==> src/rtl/cbc_chain_ctrl.sv <==
`default_nettype none
// ============================================================================
// Module      : cbc_chain_ctrl
// Description : CBC encrypt/decrypt mode controller in front of a single-block
//               start/busy/ready cipher core. Optional ECB bypass is enabled
//               with the CBC_ECB_BYPASS_EN macro.
// Revision    : 1.0 - initial release
// ============================================================================
module cbc_chain_ctrl #(
    parameter int TIMEOUT_CYC = 1024,
    parameter int TO_W        = 11
) (
    input  logic         clock,
    input  logic         reset,
    input  logic         cfg_load,
    input  logic         cfg_dec,
    input  logic [255:0] cfg_key,
    input  logic [63:0]  cfg_iv,
`ifdef CBC_ECB_BYPASS_EN
    input  logic         cfg_ecb,
`endif
    input  logic         in_valid,
    output logic         in_ready,
    input  logic [63:0]  in_data,
    input  logic         in_last,
    output logic         core_start,
    output logic         core_enc_dec,
    output logic [63:0]  core_data,
    output logic [255:0] core_key,
    input  logic         core_busy,
    input  logic         core_ready,
    input  logic [63:0]  core_data_o,
    output logic         out_valid,
    input  logic         out_ready,
    output logic [63:0]  out_data,
    output logic         out_last,
    output logic         err_timeout
);

    localparam logic [1:0] S_IDLE  = 2'd0;
    localparam logic [1:0] S_ISSUE = 2'd1;
    localparam logic [1:0] S_WAIT  = 2'd2;
    localparam logic [1:0] S_OUT   = 2'd3;

    localparam logic [TO_W-1:0] C_TO_LAST = TO_W'(TIMEOUT_CYC - 1);

    logic [1:0]      r_state;
    logic [1:0]      w_state_nxt;
    logic            r_cfg_ok;
    logic            r_enc;
    logic [255:0]    r_key;
    logic [63:0]     r_iv;
    logic [63:0]     r_chain;
    logic [63:0]     r_blk;
    logic            r_last;
    logic [63:0]     r_core_data;
    logic [TO_W-1:0] r_to_cnt;
    logic            r_out_valid;
    logic [63:0]     r_out_data;
    logic            r_out_last;

    logic            w_in_ready;
    logic            w_accept;
    logic            w_done;
    logic            w_timeout;
    logic            w_out_hs;
    logic            w_ecb;
    logic            w_unused;

    // The core's busy flag is informational only; sequencing relies on core_ready.
    assign w_unused = core_busy;

`ifdef CBC_ECB_BYPASS_EN
    logic r_ecb;
    always_ff @(posedge clock) begin
        if (reset) begin
            r_ecb <= 1'b0;
        end else if (r_state == S_IDLE && cfg_load) begin
            r_ecb <= cfg_ecb;
        end
    end
    assign w_ecb = r_ecb;
`else
    assign w_ecb = 1'b0;
`endif

    assign w_in_ready = (r_state == S_IDLE) && r_cfg_ok && !cfg_load;
    assign w_accept   = w_in_ready && in_valid;
    assign w_done     = (r_state == S_WAIT) && core_ready;
    assign w_timeout  = (r_state == S_WAIT) && !core_ready && (r_to_cnt == C_TO_LAST);
    assign w_out_hs   = (r_state == S_OUT) && out_ready;

    always_ff @(posedge clock) begin
        if (reset) begin
            r_state <= S_IDLE;
        end else begin
            r_state <= w_state_nxt;
        end
    end

    always_comb begin
        w_state_nxt = r_state;
        case (r_state)
            S_IDLE:  if (w_accept) w_state_nxt = S_ISSUE;
            S_ISSUE: w_state_nxt = S_WAIT;
            S_WAIT: begin
                if (core_ready)                  w_state_nxt = S_OUT;
                else if (r_to_cnt == C_TO_LAST)  w_state_nxt = S_IDLE;
            end
            S_OUT:   if (out_ready) w_state_nxt = S_IDLE;
            default: w_state_nxt = S_IDLE;
        endcase
    end

    always_ff @(posedge clock) begin
        if (reset) begin
            r_cfg_ok    <= 1'b0;
            r_enc       <= 1'b0;
            r_key       <= '0;
            r_iv        <= '0;
            r_chain     <= '0;
            r_blk       <= '0;
            r_last      <= 1'b0;
            r_core_data <= '0;
            r_to_cnt    <= '0;
            r_out_valid <= 1'b0;
            r_out_data  <= '0;
            r_out_last  <= 1'b0;
        end else begin
            if (r_state == S_IDLE && cfg_load) begin
                r_key    <= cfg_key;
                r_iv     <= cfg_iv;
                r_enc    <= ~cfg_dec;
                r_chain  <= cfg_iv;
                r_cfg_ok <= 1'b1;
            end

            // Encrypt whitens the plaintext with the chain; decrypt sends ciphertext as-is.
            if (w_accept) begin
                r_blk       <= in_data;
                r_last      <= in_last;
                r_core_data <= (r_enc && !w_ecb) ? (in_data ^ r_chain) : in_data;
            end

            if (r_state == S_ISSUE) begin
                r_to_cnt <= '0;
            end else if (r_state == S_WAIT) begin
                r_to_cnt <= r_to_cnt + 1'b1;
            end

            if (w_done) begin
                r_out_data  <= (r_enc || w_ecb) ? core_data_o : (core_data_o ^ r_chain);
                r_chain     <= r_enc ? core_data_o : r_blk;
                r_out_last  <= r_last;
                r_out_valid <= 1'b1;
            end

            // A stalled core leaves the key/chain state suspect, so force a reconfigure.
            if (w_timeout) begin
                r_cfg_ok <= 1'b0;
            end

            if (w_out_hs) begin
                r_out_valid <= 1'b0;
                if (r_out_last) begin
                    r_chain <= r_iv;
                end
            end
        end
    end

    assign in_ready     = w_in_ready;
    assign core_start   = (r_state == S_ISSUE);
    assign core_enc_dec = r_enc;
    assign core_data    = r_core_data;
    assign core_key     = r_key;
    assign out_valid    = r_out_valid;
    assign out_data     = r_out_data;
    assign out_last     = r_out_last;
    assign err_timeout  = w_timeout;

endmodule
`default_nettype wire

==> config.mk <==
export PLATFORM = sky130hd
export DESIGN_NAME = cbc_chain_ctrl
export DESIGN_NICKNAME = d
export VERILOG_FILES = /design/src/rtl/cbc_chain_ctrl.sv
export SDC_FILE = /design/constraint.sdc
export NUM_CORES = 1
export LEC_CHECK = 0
export BUFFER_PORTS_ARGS = -buffer_cell sky130_fd_sc_hd__buf_2
export CAP_MARGIN = 25
export CORE_AREA = 5 5 328 330
export DETAILED_ROUTE_END_ITERATION = 10
export DIE_AREA = 0 0 333 335
export PLACE_DENSITY = 0.46
export REMOVE_ABC_BUFFERS = 1
export SLEW_MARGIN = 25
export SYNTH_ARGS = -nofsm -noshare
export SYNTH_HDL_FRONTEND = slang
export SYNTH_SLANG_ARGS = --single-unit
==> constraint.sdc <==
create_clock -name clock -period 5.25 [get_ports clock]
set_clock_uncertainty 0.15 [all_clocks]
set_input_delay 0.2625 -clock clock [delete_from_list [all_inputs] [get_ports clock]]
set_output_delay 0.2625 -clock clock [all_outputs]
set_load 0.005 [all_outputs]
==> results of run 1 <==
path summary, 6_finish.rpt:
path | from | endpoint | slack (ns) | cells past startpoint
setup / recovery | r_state[1] | r_blk[36] | 1.67 | 6
hold / removal | cfg_dec | core_enc_dec | 0.24 | 3
setup reg to reg | r_state[1] | r_blk[36] | 1.67 | 6
hold reg to reg | core_key[254] | core_key[254] | 0.30 | 2
layout by cell type, fill, tap and decap left out, types with 3 or more instances in the layout:
cell,synthesis,final
a211oi_1,100,100
a211oi_2,30,30
a21oi_1,461,460
a2bb2oi_1,64,64
a32o_1,63,63
buf_12,0,16
buf_2,74,843
buf_4,6,14
bufinv_16,0,3
clkbuf_1,165,17
clkbuf_16,0,74
clkbuf_8,0,17
clkinv_2,0,12
clkinvlp_4,0,3
dfxtp_1,594,592
diode_2,0,23
dlygate4sd3_1,0,505
inv_1,4,3
inv_6,0,4
mux2i_1,66,65
nand2_1,710,710
nand3_1,67,67
nor2_1,75,75
nor2b_1,66,66
nor3b_1,4,3
o21ai_0,65,65
o21ai_1,4,4
o21bai_1,65,65
o31ai_1,4,4
or3_1,5,5
or4_1,4,4
xnor2_1,66,66
xor2_1,64,64
timing repair:
action,in CTS,in global routing
endpoints found under the setup margin,0,0
hold buffers,505,0
endpoints found under the hold margin,585,0
power groups by stage:
stage	Clock [uW]	Sequential, uW	Combinational [uW]
2_1_floorplan	0	5040	910
3_3_place_gp	0	5030	1590
3_5_place_dp	0	5030	1600
4_1_cts	5280	4930	1910
5_1_grt	5450	4970	2060
6_report	5100	4940	1890
final cells by class:
cell class	instances	area share (%)
Antenna cell	23	0.1550
Clock buffer	108	5.789
Clock inverter	25	0.6807
Inverter	5	0.05729
Multi-Input combinational cell	2005	30.42
Sequential cell	594	32.05
Tap cell	1391	4.687
Timing Repair Buffer	1379	26.16
routing by layer:
layer / GRT usage [%] / vias up / part of all wire (%)
met3: 5.057 / 198 / 7.2
met2: 31.49 / 869 / 47
li1: - / 12270 / -
met5: 0 / - / 0.058
met1: 22.45 / 11800 / 41
met4: 8.626 / 10 / 4.7
stage by stage:
step / setup TNS [ns] / cells / hold WS (ns)
2_1_floorplan: -4582.64 / 2604 / 0.1771
3_3_place_gp: 0 / 4869 / 0.2898
3_5_place_dp: 0 / 4869 / 0.2910
4_1_cts: 0 / 5507 / 0.1806
5_1_grt: 0 / 5514 / 0.2059
6_report: 0 / 5530 / 0.2399
logic make-up (layout without fill, tap and decap cells):
| family | Yosys count | count (layout) |
|---|---|---|
| AOI/OAI and AO/OA | 861 | 861 |
| buffers and inverters | 266 | 1517 |
| adders and majority gates | 1 | 1 |
| xor gates and xnor gates | 130 | 130 |
| other | 0 | 23 |
| muxes | 67 | 67 |
| and+or+nand+nor | 946 | 946 |
| DFF | 594 | 594 |
state kept, by name, indices dropped and copies added (netlist names), 2 cells and up:
register,count
core_key,256
r_blk,64
core_data,64
out_data,64
r_to_cnt,11
r_chain,64
r_iv,64
r_state,2
critical path: cells and delay by family (launching register included):
| family | cells | cell delay, ns |
|---|---|---|
| AOI/OAI and AO/OA | 1 | 0.16 |
| and+or+nand+nor | 2 | 0.98 |
| buffers and inverters | 3 | 1.58 |
| DFF | 1 | 0.51 |
==> results.json, run 1 <==
{
  "postCtsSetupBuffers": 0,
  "yosys_warnings": 0,
  "synth-simple-area-share_pct": 16.08,
  "syn-cell-area_mm2": 0.02429,
  "synth_compound_area_share_pct": 22.76,
  "yosysMostFrequentCell": "nand2_1",
  "period_share_pct": 68.19,
  "synthTopCellsByArea": "dfxtp_1 49%, nand2_1 11%, a21oi_1 9.5%, a211oi_1 3.1%, mux2i_1 2.7%",
  "slowest_stage": "or4b_4",
  "path_clk_slew_ns": 0.06,
  "wl_per_cell_um": 19.97,
  "finish.utilization_pct": 35.52,
  "layout-drive-gt1-share_pct": 25.12,
  "p_leak_uw": 0.01530,
  "cp_cell_sequence": "or4b_4 -> inv_4 -> buf_12 -> nand3_1 -> a21oi_1 -> dlygate4sd3_1",
  "area_growth_pct": 52.85,
  "seqPwrFrac_pct": 41.4,
  "wl_um": 110400,
  "ys_seq_area_share_pct": 48.95,
  "tightest_slew_ns": 1.035,
  "syn_area_per_cell_um2": 8.479,
  "grtUsageTotal_pct": 18.75,
  "netlist_top_cells_count": "710 x nand2_1, 594 x dfxtp_1, 461 x a21oi_1",
  "detail_route.first_pass.iterations": 5,
  "hold_viol_final": 0,
  "critPathMaxFanout": 66,
  "p_per_area_mw_per_mm2": 321.2,
  "slew_headroom_pct": 31.03,
  "dp_hpwl_um": 73340,
  "fin_crit_ns": 3.580,
  "power.total_uw": 11930,
  "fmax_mhz": 279.3,
  "design_area_mm2": 0.03713,
  "synth_area_leader_cell": "dfxtp_1",
  "synth_top_area_share_pct": 48.95,
  "pre_cts_ws_ns": 1.683,
  "synth_edf_count": 0,
  "htree_levels": 3,
  "dieArea_mm2": 0.1116,
  "grt_max_degree": 157,
  "clk_latency_ns": 0.63,
  "ys_types": 46,
  "start_kind": "flip-flop",
  "post-route-worst-setup-slack_ns": 1.670,
  "rsz0062_at_grt": "no",
  "finalSetupViolCount": 0,
  "drt_iter0_drc": 1228,
  "clock_power_share_pct": 42.8,
  "p_sw_share_pct": 27.36,
  "antenna_found_initial": 27,
  "start_util_pct": 23.24,
  "drcViolationCount": 0,
  "root_buffer": "clkbuf_16",
  "regArea_mm2": 0.01190,
  "synthMuxAreaShare_pct": 2.766,
  "arrival_ns": 3.99,
  "die_h_um": 335,
  "cts_tree": "built",
  "gp_congestion": 0.8270,
  "cts_resized": 0,
  "drv_cap": 0,
  "placed_area_mm2": 0.02962,
  "ios": 847,
  "grt_first_pass_wirelength_um": 162400,
  "synth-xor-area-share_pct": 4.687,
  "core_area_mm2": 0.1045,
  "yosys.area_share.adder_pct": 0.05151,
  "overflow": 0,
  "p_int_uw": 8664,
  "fillCellCount": 11030,
  "critPathKind": "reg -> reg",
  "cts_made_buffers": 73,
  "cts.sinks": 594,
  "synth_seq_cells": 594,
  "peakVddDrop_mv": 0.2071,
  "multi_input_area_mm2": 0.01130,
  "power_frac_comb_pct": 15.8,
  "synthFlopType": "dfxtp_1",
  "vias_per_cell": 4.546,
  "numPortBuffers": 845,
  "grt_pass1_vias": 25250,
  "rows": 119,
  "route.vias.total": 25140,
  "ant_nets": 0,
  "cpPeakStageDelay_ns": 0.85,
  "status": "finished, final reports clean",
  "nets": 4516,
  "die_w_um": 333,
  "cts_buffer_depth": 3,
  "slew_violations": 0,
  "synth_top_family_by_area": "compound AO/OA/AOI/OAI gates",
  "worstPathRequired_ns": 5.66,
  "end_kind": "flip-flop",
  "p_sw_uw": 3263,
  "async_flop_share_pct": 0,
  "syn_inst": 2865,
  "min_path_type": "in -> reg"
}
Note: power is estimated with default switching activity, not from simulation.
==> run 2, diff against run 1 <==
- clock period: 5.25 -> 3.7 ns (I/O delays scaled with it)
==> run 2 against run 1 <==
Against the previous run: register-to-register slack lost 1.2 ns; clock power grew 45%; critical path depth shrank 2; final area grew 1.5%; sequential share of layout area shrank 0.47 points; sequential power grew 42%; final cell count grew 0.74%; via count grew 0.63%; combinational power grew 45%; global-route usage is essentially flat; worst setup slack lost 1.2 ns; first-iteration DRC count grew 13%.
==> results.json, run 2 (same netlist as run 1, synthesis figures left out) <==
{
  "top_layer_used": "met5",
  "die_w_um": 333,
  "hold_viol_final": 0,
  "final_common_cell": "buf_2",
  "cts_resized": 0,
  "whs_ns": 0.1717,
  "fmax_mhz": 308.8,
  "grtUsageTotal_pct": 18.72,
  "final_cell_mix": "843 x buf_2, 710 x nand2_1, 592 x dfxtp_1, 527 x dlygate4sd3_1, 460 x a21oi_1",
  "arrival_ns": 2.90,
  "numPortBuffers": 845,
  "p_per_area_mw_per_mm2": 454.3,
  "fin_crit_ns": 3.238,
  "drcViolationCount": 0,
  "crit_family": "buffers and inverters",
  "p_leak_uw": 0.01563,
  "grt_first_pass_wirelength_um": 162600,
  "met3_wirelength_um": 7176,
  "gp_congestion": 0.8283,
  "dp_hpwl_um": 75110,
  "ant_nets": 0,
  "fillCellCount": 10920,
  "min_path_type": "in -> reg",
  "cts_buffer_depth": 3,
  "wl_per_cell_um": 19.85,
  "finalSetupViolCount": 0,
  "largest_reg_flops": 256,
  "root_buffer": "clkbuf_16",
  "rsz0062_at_grt": "no",
  "ios": 847,
  "path_clk_slew_ns": 0.06,
  "antenna_found_initial": 19,
  "detail_route.first_pass.iterations": 5,
  "slew_violations": 0,
  "grt_max_degree": 162,
  "design_area_mm2": 0.03768,
  "wl_met1_um": 45740,
  "nets": 4566,
  "slew_headroom_pct": 30.95,
  "core_area_mm2": 0.1045,
  "layout-drive-gt1-share_pct": 25.57,
  "dieArea_mm2": 0.1116,
  "drv_cap": 0,
  "slowest_stage": "or4b_4",
  "die_h_um": 335,
  "route.vias.total": 25300,
  "critPathKind": "reg -> out",
  "cp_cell_sequence": "or4b_4 -> inv_4 -> buf_4 -> buf_2",
  "overflow": 0,
  "rows": 119,
  "postCtsSetupBuffers": 0,
  "peakVddDrop_mv": 0.3206,
  "start_kind": "flip-flop",
  "vias_per_cell": 4.541,
  "grt_pass1_vias": 25520,
  "cpPeakStageDelay_ns": 0.79,
  "area_growth_pct": 55.12,
  "placed_area_mm2": 0.02991,
  "cts.sinks": 594,
  "critPathMaxFanout": 26,
  "drt_iter0_drc": 1392,
  "worstPathRequired_ns": 3.37,
  "clk_latency_ns": 0.63,
  "status": "finished, final reports clean",
  "wl_met2_um": 52760,
  "fin_tns_setup_ns": 0,
  "cts_tree": "built",
  "period_share_pct": 87.52,
  "start_util_pct": 23.24,
  "htree_levels": 3,
  "end_kind": "primary output",
  "wl_um": 110600,
  "cts_made_buffers": 75,
  "cp_num_buf_inv": 3,
  "tightest_slew_ns": 1.036
}
## run 2: timing repair
| item | CTS | global route |
|---|---|---|
| endpoints found under the hold margin | 583 | 0 |
| hold buffers | 527 | 0 |
| endpoints found under the setup margin | 0 | 0 |
## run 2: routing by layer
metal | up-vias | track usage, %
li1 | 12350 | -
met2 | 830 | 31.91
met5 | - | 0
met3 | 192 | 4.230
met1 | 11920 | 22.76
met4 | 8 | 8.070
## run 2: per-stage QoR
step	worst slack, ns	std cells	utilization, %	power [uW]
floorplan	-15.93	2604	-	8449
global placement	0.9990	4895	28.62	9425
detailed placement	0.9848	4895	28.62	9444
CTS	0.3471	5556	36.01	17390
global route	0.2612	5561	36.03	17880
finish	0.4618	5571	36.05	17120
## run 2: layout make-up
| class | instances | area [um^2] | area share, % |
|---|---|---|---|
| Multi-Input combinational cell | 2005 | 11300 | 29.98 |
| Clock inverter | 27 | 247.7 | 0.6575 |
| Timing Repair Buffer | 1427 | 10230 | 27.15 |
| Tap cell | 1391 | 1740 | 4.619 |
| Sequential cell | 594 | 11900 | 31.58 |
| Antenna cell | 15 | 37.54 | 0.09961 |
| Inverter | 5 | 21.27 | 0.05645 |
| Clock buffer | 107 | 2210 | 5.864 |
## run 2: final timing paths
| kind | startpoint | to | slack [ns] | cells after the start |
|---|---|---|---|---|
| worst min register to register | core_key[53] | core_key[53] | 0.30 | 2 |
| worst min-delay path | cfg_key[111] | core_key[111] | 0.17 | 4 |
| worst max register to register | r_state[1] | r_blk[7] | 0.52 | 6 |
| worst max-delay path | r_state[1] | in_ready | 0.46 | 4 |
## run 2: worst register-to-register path: stages, from the launching register on
cell and delay [ns]:
dfxtp_1 0.54, or4b_4 0.79, inv_4 0.38, buf_4 0.37, nand3_1 0.13, dlygate4sd3_1 0.60
a21oi_1 0.12
## run 2: report_power, final
part | internal [uW] | switching [uW]
registers | 6780 | 221
logic | 1310 | 1430
clock network | 4370 | 3020
